--- config.mk ---
export PLATFORM = sky130hd
export DESIGN_NAME = vertex_rom_arbiter
export DESIGN_NICKNAME = d
export VERILOG_FILES = /design/src/rtl/vrom_pkg.sv /design/src/rtl/rr_arbiter.sv /design/src/rtl/vertex_rom_arbiter.sv
export SDC_FILE = /design/constraint.sdc
export NUM_CORES = 1
export LEC_CHECK = 0
export ABC_AREA = 1
export BUFFER_PORTS_ARGS = -buffer_cell sky130_fd_sc_hd__buf_2
export CAP_MARGIN = 20
export CORE_AREA = 4 4 110 112
export DETAILED_ROUTE_END_ITERATION = 7
export DIE_AREA = 0 0 114 116
export PLACE_DENSITY = 0.62
export SYNTH_ARGS = -nofsm -noshare
export SYNTH_HDL_FRONTEND = slang
export SYNTH_SLANG_ARGS = --single-unit
--- constraint.sdc ---
create_clock -name clk_in -period 3.7 [get_ports clk_in]
set_input_delay 0.74 -clock clk_in [delete_from_list [all_inputs] [get_ports clk_in]]
set_output_delay 0.74 -clock clk_in [all_outputs]
set_load 0.02 [all_outputs]
--- src/rtl/vrom_pkg.sv ---
// Shared types and default geometry for the vertex ROM and its arbiter.
// Latency: none (definitions only).
// Backpressure: none (definitions only).
package vrom_pkg;

   localparam int VROM_ADDR_W  = 16;
   localparam int VROM_DATA_W  = 96;
   localparam int VROM_LATENCY = 2;

   typedef struct packed {
      logic [31:0] x;
      logic [31:0] y;
      logic [31:0] z;
   } vertex_t;

   typedef logic [VROM_ADDR_W-1:0] vrom_addr_t;

endpackage

--- src/rtl/rr_arbiter.sv ---
// Round-robin arbiter: grants the first requester at or after the pointer, wrapping.
// Latency: grant is combinational; the pointer advances on the edge after an accepted grant.
// Backpressure: the pointer only moves when accept is high, so an unaccepted grant costs nothing.
module rr_arbiter #(
   parameter int N = 4,
   localparam int IW = (N > 1) ? $clog2(N) : 1
) (
   input  logic          clk_in,
   input  logic          rst_n_in,
   input  logic [N-1:0]  req_vld,
   input  logic          accept,
   output logic [N-1:0]  grant,
   output logic [IW-1:0] grant_idx
);

   logic [IW-1:0] ptr_q;
   logic [IW:0]   cand_sum;
   logic [IW-1:0] cand;
   logic          found;

   // Scan N candidates starting at the pointer; the first requesting one wins.
   always_comb begin
      grant     = '0;
      grant_idx = '0;
      found     = 1'b0;
      cand_sum  = '0;
      cand      = '0;
      for (int i = 0; i < N; i++) begin
         cand_sum = {1'b0, ptr_q} + (IW+1)'(i);
         if (cand_sum >= (IW+1)'(N)) begin
            cand_sum = cand_sum - (IW+1)'(N);
         end
         cand = cand_sum[IW-1:0];
         if (!found && req_vld[cand]) begin
            found       = 1'b1;
            grant[cand] = 1'b1;
            grant_idx   = cand;
         end
      end
   end

   // The winner drops to lowest priority; with no handshake the pointer holds.
   always_ff @(posedge clk_in or negedge rst_n_in) begin
      if (!rst_n_in) begin
         ptr_q <= '0;
      end else if (accept) begin
         ptr_q <= (grant_idx == IW'(N-1)) ? '0 : grant_idx + IW'(1);
      end
   end

endmodule

--- src/rtl/vertex_rom_arbiter.sv ---
// Shares one registered-read vertex ROM between NUM_REQ fetch engines, round-robin, one grant per cycle.
// Latency: grant and ROM address same cycle; response ROM_LATENCY cycles after the handshake.
// Backpressure: none on responses; requesters wait for req_ready_out. Optional perf counters: VROM_ARB_PERF_CNT_EN.
module vertex_rom_arbiter
   import vrom_pkg::*;
#(
   parameter int NUM_REQ     = 4,
   parameter int ADDR_W      = VROM_ADDR_W,
   parameter int DATA_W      = VROM_DATA_W,
   parameter int ROM_LATENCY = VROM_LATENCY
) (
   input  logic                           clk_in,
   input  logic                           rst_n_in,
   input  logic [NUM_REQ-1:0]             req_valid_in,
   input  logic [NUM_REQ-1:0][ADDR_W-1:0] req_addr_in,
   output logic [NUM_REQ-1:0]             req_ready_out,
   output logic [ADDR_W-1:0]              rom_addr_out,
   input  logic [DATA_W-1:0]              rom_data_in,
   output logic [NUM_REQ-1:0]             rsp_valid_out,
   output logic [DATA_W-1:0]              rsp_data_out,
   output logic                           busy_out
`ifdef VROM_ARB_PERF_CNT_EN
   ,
   output logic [NUM_REQ-1:0][31:0]       grant_cnt_out,
   output logic [NUM_REQ-1:0][31:0]       stall_cnt_out
`endif
);

   localparam int IW = (NUM_REQ > 1) ? $clog2(NUM_REQ) : 1;

   logic [NUM_REQ-1:0] grant;
   logic [IW-1:0]      grant_idx;
   logic               hs;
   logic [ADDR_W-1:0]  last_addr_q;
   logic [NUM_REQ-1:0] tag_q [ROM_LATENCY];
   logic               tag_any;
   logic               busy_q;

   rr_arbiter #(.N(NUM_REQ)) u_arb (
      .clk_in    (clk_in),
      .rst_n_in  (rst_n_in),
      .req_vld   (req_valid_in),
      .accept    (hs),
      .grant     (grant),
      .grant_idx (grant_idx)
   );

   // The arbiter only grants valid requesters, so any grant is a handshake.
   assign req_ready_out = grant;
   assign hs            = |(req_valid_in & grant);

   // Idle cycles replay the last granted address so the ROM address bus stays quiet.
   assign rom_addr_out  = hs ? req_addr_in[grant_idx] : last_addr_q;

   // Remember the most recently granted address.
   always_ff @(posedge clk_in or negedge rst_n_in) begin
      if (!rst_n_in) begin
         last_addr_q <= '0;
      end else if (hs) begin
         last_addr_q <= req_addr_in[grant_idx];
      end
   end

   // Tag pipeline mirrors the ROM read pipeline so each word returns to its owner.
   always_ff @(posedge clk_in or negedge rst_n_in) begin
      if (!rst_n_in) begin
         for (int i = 0; i < ROM_LATENCY; i++) begin
            tag_q[i] <= '0;
         end
      end else begin
         tag_q[0] <= grant;
         for (int i = 1; i < ROM_LATENCY; i++) begin
            tag_q[i] <= tag_q[i-1];
         end
      end
   end

   // Any occupied tag stage means a read is still in flight.
   always_comb begin
      tag_any = 1'b0;
      for (int i = 0; i < ROM_LATENCY; i++) begin
         tag_any = tag_any | (|tag_q[i]);
      end
   end

   // Busy is registered, so it trails the request inputs by one cycle.
   always_ff @(posedge clk_in or negedge rst_n_in) begin
      if (!rst_n_in) begin
         busy_q <= 1'b0;
      end else begin
         busy_q <= (|req_valid_in) | tag_any;
      end
   end

   assign busy_out      = busy_q;
   assign rsp_valid_out = tag_q[ROM_LATENCY-1];
   assign rsp_data_out  = rom_data_in;

`ifdef VROM_ARB_PERF_CNT_EN
   // Per-requester handshake and stall counters, free-running with natural wrap.
   always_ff @(posedge clk_in or negedge rst_n_in) begin
      if (!rst_n_in) begin
         grant_cnt_out <= '0;
         stall_cnt_out <= '0;
      end else begin
         for (int i = 0; i < NUM_REQ; i++) begin
            if (req_valid_in[i] && grant[i]) begin
               grant_cnt_out[i] <= grant_cnt_out[i] + 32'd1;
            end
            if (req_valid_in[i] && !grant[i]) begin
               stall_cnt_out[i] <= stall_cnt_out[i] + 32'd1;
            end
         end
      end
   end
`endif

endmodule
Word level (Yosys, flattened, before mapping)
Index checks and enable logic that the tools add are counted.
{"block": "op_classes", "n_addsub": 8, "magnitude_cmp": 13, "n_eq_ne": 1, "n_mux": 35, "bitwise": 6, "n_reduce_logical": 14}
{"cell": "$bmux W16 S2", "n": 1}
{"cell": "$mux W16", "n": 2}
{"cell": "$mux W2", "n": 9}
{"cell": "$mux W4", "n": 4}
{"cell": "$reduce_or A4 Y1", "n": 4}
{"cell": "$lt A2 B3 Y1 const B", "n": 5}
{"cell": "$or A4 B4 Y4", "n": 3}
{"cell": "$mux W1", "n": 11}
{"cell": "$ge A3 B3 Y1 const B", "n": 3}
{"cell": "$bmux W1 S2", "n": 4}
{"cell": "$demux W1 S2", "n": 4}
{"cell": "$ge A2 B1 Y1 const B", "n": 4}
{"cell": "$sub A2 B1 Y2 const B", "n": 4}
{"cell": "$logic_and A1 B1 Y1", "n": 7}
{"cell": "$add A2 B2 Y3 const B", "n": 2}
{"cell": "$and A4 B4 Y4", "n": 1}
{"cell": "$add A2 B1 Y3 const B", "n": 1}
{"cell": "$ge A2 B3 Y1 const B", "n": 1}
{"cell": "$logic_not A1 Y1", "n": 3}
{"cell": "$add A2 B1 Y2 const B", "n": 1}
{"cell": "$eq A2 B2 Y1 const B", "n": 1}
{"cell": "$or A1 B1 Y1", "n": 2}
{"block": "word_totals", "register_bits": 27, "in_bits": 166, "output_inout_bits": 121, "elab_cells": 82}

Logic depth before layout (Yosys ltp)
Gate-level depths: netlist of the first run.
{"block": "depth", "depth_word": 17, "mapped_depth": 17, "depth_no_buf": 15}

Hierarchy
Synthesis of the first run repeated with hierarchy kept, for this count alone.
{"block": "hier_totals", "hier_cells": 471, "hier_area_um2": 3051.7}
{"module": "vertex_rom_arbiter", "n_inst": 1, "cells_per_inst": 380, "area_each_um2": 2422.3, "seq_area_each_um2": 625.6}
{"module": "rr_arbiter", "n_inst": 1, "cells_per_inst": 91, "area_each_um2": 629.4, "seq_area_each_um2": 50.0}

Worst setup path after synthesis of the first run
Ideal clock, no wire load.
{"block": "synth_path", "kind": "register -> output", "start": "register u_arb.ptr_q[1]", "end": "output port rom_addr_out[10]", "arrival_time_ps": 2345, "required_time_ps": 2960, "path_slack_ps": 615, "stages_incl_launch_ff": 16, "path_buffers": 2, "cell_sequence": "dfrtp_1 > inv_1 > ha_1 > inv_1 > nand3_1 > nand2_1 > nor2_4 > buf_6 > nand3_1 > nand3_2 > nand2_1 > nand2_2 > nor2_4 > buf_6 > nand2_1 > nand2_1"}
{"block": "synth_between", "elab_chain_len": 17, "word_cells_on_any_way": 68, "classes_between": "add/sub: 7; order compare: 12; mux: 34; bitwise: 4; reduce/logical: 11"}
{"item": "start, declared", "line": "rr_arbiter.sv:16", "text": "logic [IW-1:0] ptr_q;"}
{"item": "start signal, assigned", "line": "rr_arbiter.sv:47", "text": "ptr_q <= (grant_idx == IW'(N-1)) ? '0 : grant_idx + IW'(1);"}
{"item": "parallel branches: the longest is 13 deep, another holds $add A2 B1 Y3"}
{"item": "$mux W4 *", "line": "rr_arbiter.sv:34", "text": "if (!found && req_vld[cand]) begin"}
{"item": "via req_ready_out[0]", "line": "vertex_rom_arbiter.sv:16", "text": "output logic [NUM_REQ-1:0] req_ready_out,"}
{"item": "$and A4 B4 Y4 *", "line": "vertex_rom_arbiter.sv:50", "text": "assign hs = |(req_valid_in & grant);"}
{"item": "$reduce_or A4 Y1 *", "line": "vertex_rom_arbiter.sv:50"}
{"item": "$mux W16 *"}
{"item": "end, declared", "line": "vertex_rom_arbiter.sv:17", "text": "output logic [ADDR_W-1:0] rom_addr_out,"}
Mark *: on every way through the listed nets, which the timed path passes. The select of a mux whose other input is x is not followed.

Worst setup path after layout of the first run
{"block": "layout_path", "start": "register u_arb.ptr_q[1]", "end": "output port rom_addr_out[11]"}
{"block": "layout_between", "elab_chain_len": 17, "word_cells_on_any_way": 68, "classes_between": "add/sub: 7; order compare: 12; mux: 34; bitwise: 4; reduce/logical: 11"}
{"item": "parallel branches: the longest is 16 deep, another holds $add A2 B1 Y3"}
{"item": "$mux W16 *"}
Mark *: on every way between the ends. The select of a mux whose other input is x is not followed.

==> run metrics, run 1 <==
status=complete, no violations; Worst-Margin Slew=0.5897 ns; ys async rst share=100.0%; crit share post-route=95.48%; Congestion Overflow GR=0; Post-Syn Nets=640; P&R area growth vs syn=-0.7834%; share of cells above drive strength 1=approximately a third; Starting Density=between 20 and 30%; antenna violations before repair=0; post-synth cell types=26; Max Cap Violations=0; Avg WL per Cell=18.79 um; CTS clk-pin slew, worst paths=0.06 ns; Final Net Count=between 600 and 700; Final Hold Fails=0; worst slack, placed=0.1850 ns; largest net degree at the start of global routing=35; DRC=0; clock latency on the worst-skew pair=0.26 ns; Worst Setup Path Type=reg2out; Final Max Slew Viols=0; Ports=287; crit end category=output port; Synth Flop Type=dfrtp_1; commonest non-fill, non-tap cell in the layout=nand2_1; core area=11220 um2; Startpoint Class=flop; die width=~110 um; most frequent cells in the layout=nand2_1 (120), buf_2 (94), inv_1 (72), nand3_1 (68), dfrtp_1 (25); global placer's final weighted congestion=0.9186; min cycle time layout=3.533 ns; initial drt markers=~160; Synth Register Bits=27; Mapped Cells=468; Slew headroom=roughly three fifths; Final TNS setup=0 ns; syn_area_per_cell=6.825 um2; Post-Syn Area=3194 um2; final setup margin=between 0.15 and 0.2 ns; utilization after layout=between 20% and 30%; hold_buf cts=0; first-pass GRT wire length=approximately 16000 um; final setup fails=0; Worst VDD drop=between 0.0006 and 0.0007 V; n_diodes=0; H-tree depth=1; CP Data Arrival Time=around 2.8 ns; # fillers=about 1300; Max clock buf depth=2; vias in the first global route=2603; Routed Antenna Nets=0; P per Cell Area=1477 nW/um2; via/cell ratio=4.614; Lkg Pwr=0.001927 uW; CP Max Fanout=18; gr usage total=between 10% and 20%; drt pass-1 iters=6; EDFF count, synth=0; CTS Sinks=27; area of the die=13220 um2; unrepaired setup endpoints after global routing=no; post-synthesis sequential area ratio=21.15%; CTS Buf Count=3; clock skew=about 0.0052 ns; CTS root buf=clkbuf_16; yosys warns=0; Req. time, crit path=2.96 ns; Fmax=283.1 MHz; Row Count=39; buffers added on ports=94; DP HPWL=between 9000 and 10000 um; HP Class=reg2reg; Vias=2787; die height=116 um; CTS tree=yes; DRT Wirelength=11350 um
-- stage by stage --
step	total power [uW]	cell area [um2]	hold WS, ns	std cells
6_report	4682	3169	0.3785	604
5_1_grt	5169	3169	0.3996	604
4_1_cts	4479	3084	0.3822	597
3_5_place_dp	4225	3004	0.3678	593
3_3_place_gp	4217	3004	0.3619	593
2_1_floorplan	3584	3194	0.3540	468
-- sequential cells by signal, indices dropped and copies added (netlist names) --
| name | flops |
|---|---|
| tag_q | 4 |
| u_arb.ptr_q | 2 |
| busy_out | 1 |
| last_addr_q | 16 |
| rsp_valid_out | 4 |
-- synthesized netlist by cell type, types with 4 or more instances --
cell type / count / area (um2)
nand2_2: 9 / 56.30
ha_1: 6 / 75.07
inv_1: 72 / 270.3
buf_2: 6 / 30.03
nand4_1: 5 / 31.28
dfrtp_1: 27 / 675.7
a21oi_1: 4 / 20.02
nand2_1: 120 / 450.4
a21boi_0: 5 / 37.54
inv_2: 4 / 15.01
nand3_2: 14 / 140.1
buf_6: 5 / 56.30
nand3_1: 68 / 340.3
nand2_4: 6 / 67.56
buf_4: 103 / 773.2
-- kinds of logic after synthesis --
group	share of synthesized area, %
and+or+nand+nor	37.33
buffers and inverters	36.94
DFF	21.15
AOI/OAI and AO/OA	1.958
adders and majority gates	2.350
xor gates and xnor gates	0.2742
-- power breakdown --
part	internal [uW]	switching [uW]
clock network	147	94.3
registers	453	48.6
logic	1290	2650
-- timing repair --
| action | in CTS | in global routing |
|---|---|---|
| buffers inserted | 0 | 6 |
| gates cloned | 0 | 1 |
| gates resized for setup | 1 | 5 |
| setup endpoints to repair | 16 | 16 |
| pin swaps | 1 | 3 |
-- layer usage --
metal  up-vias  track usage [%]  routed length [um]
li1       1323                -                   -
met5         -                0                   0
met1      1286            16.35                3603
met3        22            10.70                1761
met4         0            4.276                 244
met2       156            27.36                5737
-- worst max-delay path, stage by stage, from the launching register on --
cell     delay [ns]
dfrtp_2        0.41
inv_1          0.18
ha_1           0.32
inv_1          0.11
nand3_1        0.08
nand2_1        0.15
nor2_4         0.09
buf_4          0.16
nand3_1        0.07
nand3_2        0.13
nand2_1        0.10
nand2_2        0.09
nor2_4         0.13
buf_12         0.16
nand2_1        0.06
nand2_1        0.12
buf_2          0.18
-- final cells by class --
type / count / area, um2 / area share, %
sequential: 27 / 678.2 / 21.40
multi-input combinational: 249 / 1354 / 42.72
timing repair buffer: 103 / 566.8 / 17.88
inverter: 78 / 312.8 / 9.870
clock buffer: 4 / 78.83 / 2.487
tap: 143 / 178.9 / 5.645
-- worst paths after layout --
path	start	endpoint	slack, ns	depth (start not counted)
min reg2reg	tag_q[6]$_DFF_PN0_	rsp_valid_out[2]$_DFF_PN0_	0.38	0
max	u_arb.ptr_q[1]$_DFFE_PN0P_	rom_addr_out[11]	0.17	16
min	tag_q[6]$_DFF_PN0_	rsp_valid_out[2]$_DFF_PN0_	0.38	0
min in group asynchronous	rst_n_in	rsp_valid_out[3]$_DFF_PN0_	0.48	1
max reg2reg	u_arb.ptr_q[1]$_DFFE_PN0P_	last_addr_q[11]$_DFF_PN0_	1.26	14
max in group asynchronous	rst_n_in	u_arb.ptr_q[1]$_DFFE_PN0P_	2.80	1
Note: power is estimated with default switching activity, not from simulation.
==> run 2, diff against run 1 <==
--- a/config.mk
+++ b/config.mk
@@ -8,10 +8,11 @@
 export ABC_AREA = 1
 export BUFFER_PORTS_ARGS = -buffer_cell sky130_fd_sc_hd__buf_2
 export CAP_MARGIN = 20
-export CORE_AREA = 4 4 110 112
+export CORE_AREA = 4 4 109 111
 export DETAILED_ROUTE_END_ITERATION = 7
-export DIE_AREA = 0 0 114 116
+export DIE_AREA = 0 0 113 115
 export PLACE_DENSITY = 0.62
 export SYNTH_ARGS = -nofsm -noshare
 export SYNTH_HDL_FRONTEND = slang
+export SYNTH_HIERARCHICAL = 1
 export SYNTH_SLANG_ARGS = --single-unit
==> run 2 against run 1 <==
  * Final cell count grew 1.3%
  * Critical path depth is 2 higher
  * Largest power group unchanged
  * Register-to-register slack got worse by 0.14 ns
  * Clock-buffer cell count fell by 1
  * Setup slack improved by 0.042 ns
  * Total power grew 5.3%
  * Routed wire length is 28% lower
  * Flip-flop and latch count stayed put
  * Core utilization is 1.1 points higher
  * Die area is 1.7% lower
  * Worst hold slack worse by 0.00083 ns
  * Maximum frequency grew 1.2%
==> run metrics, run 2 <==
post-placement cell count=599; Top cell by count, worst path=nand2_1; P per Cell Area=1557 nW/um2; core area=10790 um2; Worst-Margin Slew=a little over 0.6 ns; Congestion Overflow GR=0; final setup fails=0; Worst Setup SP=u_arb/ptr_q[1]$_DFFE_PN0P_; Max Cap Violations=0; most frequent cells in the layout=nand2_1 (155), buf_2 (80), inv_1 (72), nand3_1 (40), dfrtp_1 (26); CTS Sinks=27; Area contributors post-synth=buf_4 (26%), dfrtp_1 (22%), nand2_1 (20%); DP HPWL=6440 um; Ports=287; critical path buffer and inverter count=5; via/cell ratio=4.343; clock latency on the worst-skew pair=between 0.2 and 0.3 ns; # fillers=between 1000 and 1500; first-pass GRT wire length=12780 um; post-synth cell types=26; global placer's final weighted congestion=0.7969; Hold Crit Depth=0; P&R area growth vs syn=3.813%; R2R cell count=18; Final Hold Fails=0; Synth Register Bits=27; H-tree depth=1; CTS root buf=clkbuf_8; Final Net Count=644; ys async rst share=100.0%; buffers added on ports=94; min cycle time layout=~3.5 ns; CTS tree=yes; delay-heaviest family, CP=simple AND/OR/NAND/NOR gates; initial drt markers=212; gr usage total=11.93%; n_diodes=0; Synth Flop Type=dfrtp_1; HP Class=reg2reg; DRT Wirelength=8140 um; CTS clk-pin slew, worst paths=0.10 ns; Crit path largest cell delay=roughly 0.47 ns; Post-Syn Area=3052 um2; min-delay src=tag_q[4]$_DFF_PN0_; post-synthesis sequential area ratio=between 20 and 25%; drt pass-1 iters=5; Req. time, crit path=2.96 ns; Sequential Area=676.9 um2; EDFF count, synth=0; Post-Syn Nets=between 600 and 700; antenna violations before repair=0; clock skew=0.003977 ns; Synth area leader=buf_4; CTS Buf Count=3; post-synth top area share=25.83%; most frequent cell after synthesis=nand2_1; Worst Setup Path Type=reg2out; max FFs per register=16; die height=115 um; crit-path cells=inv_4 > ha_4 > inv_2 > nand3_2 > nand2_4 > nor2_4 > nand2_1 > o21ai_1 > a31oi_1 > o21ai_2 > nand2_1 > nand2_1 > nor2_4 > buf_12 > buf_6 > nand2_1 > nand2_1 > buf_4; Slew headroom=58.69%; share of cells above drive strength 1=between 30 and 40%; area of the multi-input gates=1262 um2; Max clock buf depth=2; Reg-to-Reg Start=u_arb/ptr_q[1]$_DFFE_PN0P_; crit share post-route=94.35%; Final Max Slew Viols=0; commonest non-fill, non-tap cell in the layout=nand2_1; syn_area_per_cell=between 6 and 7 um2; Final TNS setup=0 ns; Avg WL per Cell=13.30 um; CP Data Arrival Time=2.75 ns; CP Max Fanout=6; yosys warns=6; unrepaired setup endpoints after global routing=no; Reg with most FFs=last_addr_q; DRC=0; Fmax=286.4 MHz; Startpoint Class=flop; Lkg Pwr=0.001933 uW; area of the die=13000 um2; vias in the first global route=2655; Worst VDD drop=approximately 0.00084 V; slowest CP cell=dfrtp_2; Layout Cells excl Fill=612; Routed Antenna Nets=0; largest net degree at the start of global routing=35; Vias=2658; top post-synthesis cells by count=nand2_1 (162), buf_4 (105), inv_1 (74), nand3_1 (40), dfrtp_1 (27); Crit path depth=18; Row Count=38; hold_buf cts=0; Starting Density=28.27%; crit end category=output port; Mapped Cells=471; status=complete, no violations; die width=113 um
## run 2: cell types whose count changed in the layout (fill, tap and decap cells not counted), moves of 5 or more
cell and change:
nor2_1 +6, nand3_1 -28, a21boi_0 -5, buf_6 +10
nand3_2 -10, nand2_1 +35, nand2_2 +5, buf_4 +11
buf_2 -14
## run 2: cell families (layout without fill, tap and decap cells)
| logic type | Yosys count | count (layout) | share of synthesized area [%] |
|---|---|---|---|
| flip-flops | 27 | 27 | 22.14 |
| AND/OR/NAND/NOR | 235 | 235 | 35.75 |
| adder cells (fa/ha/maj) | 5 | 5 | 2.050 |
| buffers and inverters | 194 | 195 | 38.01 |
| AO/OA/AOI/OAI | 10 | 10 | 2.050 |
## run 2: worst reg2reg max path, delay by kind of cell (launching register included)
kind                       cells  cell delay (ns)
adders and majority gates      1             0.21
buffers and inverters          5             0.51
AOI/OAI and AO/OA              4             0.51
DFF                            1             0.47
and+or+nand+nor                8             0.79
## run 2: area by class of cell
type                       instances  share of cell area, %
tap                              140                  5.529
sequential                        27                  21.37
inverter                          81                  10.31
multi-input combinational        250                  39.85
clock inverter                     1                 0.2370
clock buffer                       3                  1.303
timing repair inverter             1                 0.1975
timing repair buffer             109                  21.21
## run 2: path summary, 6_finish.rpt
check                                        endpoint  slack [ns]
max                                   rom_addr_out[0]        0.21
min in group asynchronous   last_addr_q[14]$_DFF_PN0_        0.46
max reg2reg                                      flop        1.12
min                        rsp_valid_out[0]$_DFF_PN0_        0.38
max in group asynchronous  u_arb/ptr_q[1]$_DFFE_PN0P_        2.80
min reg2reg                rsp_valid_out[0]$_DFF_PN0_        0.38
## run 2: power by group
group	internal [uW]	total, uW	switching [uW]
Sequential	451	508	57.4
Combinational	1570	4250	2680
Clock	76.7	177	99.8
## run 2: timing repair
item,in CTS,in global routing
buffers inserted,0,7
endpoints found under the setup margin,16,16
pin swaps,0,2
gates cloned,0,2
resized for setup,4,43
## run 2: stage by stage
stage | setup WS [ns] | instance area, um2 | hold WS, ns | util, % | power (uW)
2_1_floorplan | 0.3079 | 3052 | 0.3543 | - | 3349
3_3_place_gp | 0.2992 | 2909 | 0.3573 | 26.95 | 4095
3_5_place_dp | 0.2212 | 2909 | 0.3607 | 26.95 | 4121
4_1_cts | 0.06246 | 2972 | 0.3834 | 27.53 | 4331
5_1_grt | 0.004340 | 3168 | 0.3876 | 29.35 | 5395
6_report | 0.2089 | 3168 | 0.3777 | 29.35 | 4933
## run 2: metal layers
| layer | up-vias | wire length (um) | track usage (%) | part of all wire (%) |
|---|---|---|---|---|
| met5 | - | 0 | 0 | 0 |
| met4 | 0 | 78 | 2.324 | 0.96 |
| met3 | 23 | 848 | 4.421 | 10 |
| met2 | 136 | 3852 | 20.18 | 47 |
| met1 | 1200 | 3360 | 14.69 | 41 |
| li1 | 1299 | - | - | - |
==> run 3, diff against run 2 <==
--- a/config.mk
+++ b/config.mk
@@ -12,6 +12,7 @@
 export DETAILED_ROUTE_END_ITERATION = 7
 export DIE_AREA = 0 0 113 115
 export PLACE_DENSITY = 0.62
+export RECOVER_POWER = 25
 export SYNTH_ARGS = -nofsm -noshare
 export SYNTH_HDL_FRONTEND = slang
 export SYNTH_HIERARCHICAL = 1
==> run 3 against run 2 <==
  * Largest power group unchanged
  * Core utilization about the same
  * Maximum frequency is essentially flat
  * Total power hardly changed
  * Sequential share of layout area is essentially flat
  * Worst hold slack improved by 0.0057 ns
  * Largest cell class unchanged
  * Combinational power about the same
  * Routed wire length is 0.54% lower
  * Setup slack improved by 0.0034 ns
  * Sequential power hardly changed
  * Final area is essentially flat
  * Die area stayed put
  * Global-route usage did not move
==> run metrics, run 3 (synthesis results as in run 2) <==
Max Cap Violations=0; crit-path cells=inv_4 > ha_4 > inv_2 > nand3_2 > nand2_4 > nor2_4 > nand2_1 > o21ai_1 > a31oi_1 > o21ai_2 > nand2_1 > nand2_1 > nor2_4 > buf_12 > buf_6 > nand2_1 > nand2_2 > buf_4; CTS Sinks=27; max FFs per register=16; largest net degree at the start of global routing=35; Row Count=38; share of cells above drive strength 1=33.05%; CTS clk-pin slew, worst paths=0.10 ns; Routed Antenna Nets=0; P&R area growth vs syn=3.772%; clock latency on the worst-skew pair=0.28 ns; Reg with most FFs=last_addr_q; via/cell ratio=roughly 4.3; buffers added on ports=94; Max clock buf depth=2; DP HPWL=6440 um; n_diodes=0; drt pass-1 iters=4; critical path buffer and inverter count=5; Worst Setup Path Type=reg2out; Worst-Margin Slew=between 1 and 1.5 ns; commonest non-fill, non-tap cell in the layout=nand2_1; unrepaired setup endpoints after global routing=no; initial drt markers=around 210; P per Cell Area=approximately 1600 nW/um2; DRT Wirelength=8096 um; HP Class=reg2reg; Worst R2R Setup Slack=about 1.1 ns; Startpoint Class=flop; Ports=287; clock skew=0.0008489 ns; WHS=0.3834 ns; vias in the first global route=between 2000 and 3000; die width=between 100 and 150 um; Final Hold Fails=0; final setup margin=0.2123 ns; Layout Cells excl Fill=612; Final Max Slew Viols=0; Congestion Overflow GR=0; CP Data Arrival Time=2.75 ns; Vias=between 2000 and 3000; status=complete, no violations; gr usage total=a little under an eighth; Final TNS setup=0 ns; crit share post-route=a little over nine tenths; post-placement cell count=599; first-pass GRT wire length=12780 um; Fmax=286.7 MHz; Req. time, crit path=2.96 ns; core area=between 10000 and 15000 um2; delay-heaviest family, CP=simple AND/OR/NAND/NOR gates; antenna violations before repair=0; Top cell by count, worst path=nand2_1; Worst VDD drop=0.0008398 V; CP Max Fanout=6; utilization after layout=slightly below 30%; most frequent cells in the layout=nand2_1 (155), buf_2 (79), inv_1 (72), nand3_1 (40), dfrtp_1 (26); CTS tree=yes; Lkg Pwr=0.001931 uW; final setup fails=0; Final Net Count=644; crit end category=output port; Avg WL per Cell=13.23 um; Starting Density=between 20% and 30%; CTS Buf Count=3; worst slack, placed=0.2212 ns; min cycle time layout=around 3.5 ns; DRC=0; global placer's final weighted congestion=0.7969; Crit path largest cell delay=0.47 ns; area of the die=13000 um2; CTS root buf=clkbuf_8; Slew headroom=between 1.5 and 2%; H-tree depth=1; die height=115 um; slowest CP cell=dfrtp_2
==> run 3: changes by cell type in the layout (fill, tap and decap cells not counted) <==
cell	delta
clkbuf_1	+1
buf_2	-1
==> run 3: per-stage QoR <==
stage | power, uW | area, um2
floorplan | 3349 | 3052
global placement | 4095 | 2909
detailed placement | 4121 | 2909
CTS | 4331 | 2972
global route | 5395 | 3167
finish | 4932 | 3167
==> run 3: final cells by class <==
class                   instances  area [um2]
flip-flops and latches         27       676.9
multi-input cells             250        1262
fillers                      1213        7626
well taps                     140       175.2
inverters                      81       326.6
repair inverters                1       6.256
repair buffers                109       670.6
clock buffers                   3       41.29
clock inverters                 1       7.507
==> run 3: timing repair <==
item,4_1_cts,5_1_grt
resized for setup,4,43
endpoints found under the setup margin,16,16
cloned,0,2
pin swaps,0,2
setup buffers,0,7
hold buffers,0,0
==> run 3: final timing paths <==
path,start,endpoint,depth (start not counted)
worst max-delay path,u_arb/ptr_q[1]$_DFFE_PN0P_,rom_addr_out[11],18
worst min-delay path,tag_q[4]$_DFF_PN0_,rsp_valid_out[0]$_DFF_PN0_,0
worst max register to register,u_arb/ptr_q[1]$_DFFE_PN0P_,flop,18
worst min register to register,tag_q[4]$_DFF_PN0_,rsp_valid_out[0]$_DFF_PN0_,0
max in group asynchronous,rst_n_in,u_arb/ptr_q[1]$_DFFE_PN0P_,1
min in group asynchronous,rst_n_in,last_addr_q[14]$_DFF_PN0_,1
==> run 3: power by group <==
group	switching [uW]	internal (uW)
sequential	57.3	451
clock	102	76.8
combinational	2680	1570
==> run 3: layer usage <==
metal / share of wire (%) / track usage [%] / up-vias
li1: - / - / 1297
met1: 42 / 14.69 / 1188
met2: 47 / 20.18 / 127
met3: 9.8 / 4.421 / 23
met4: 0.96 / 2.324 / 0
met5: 0 / 0 / -
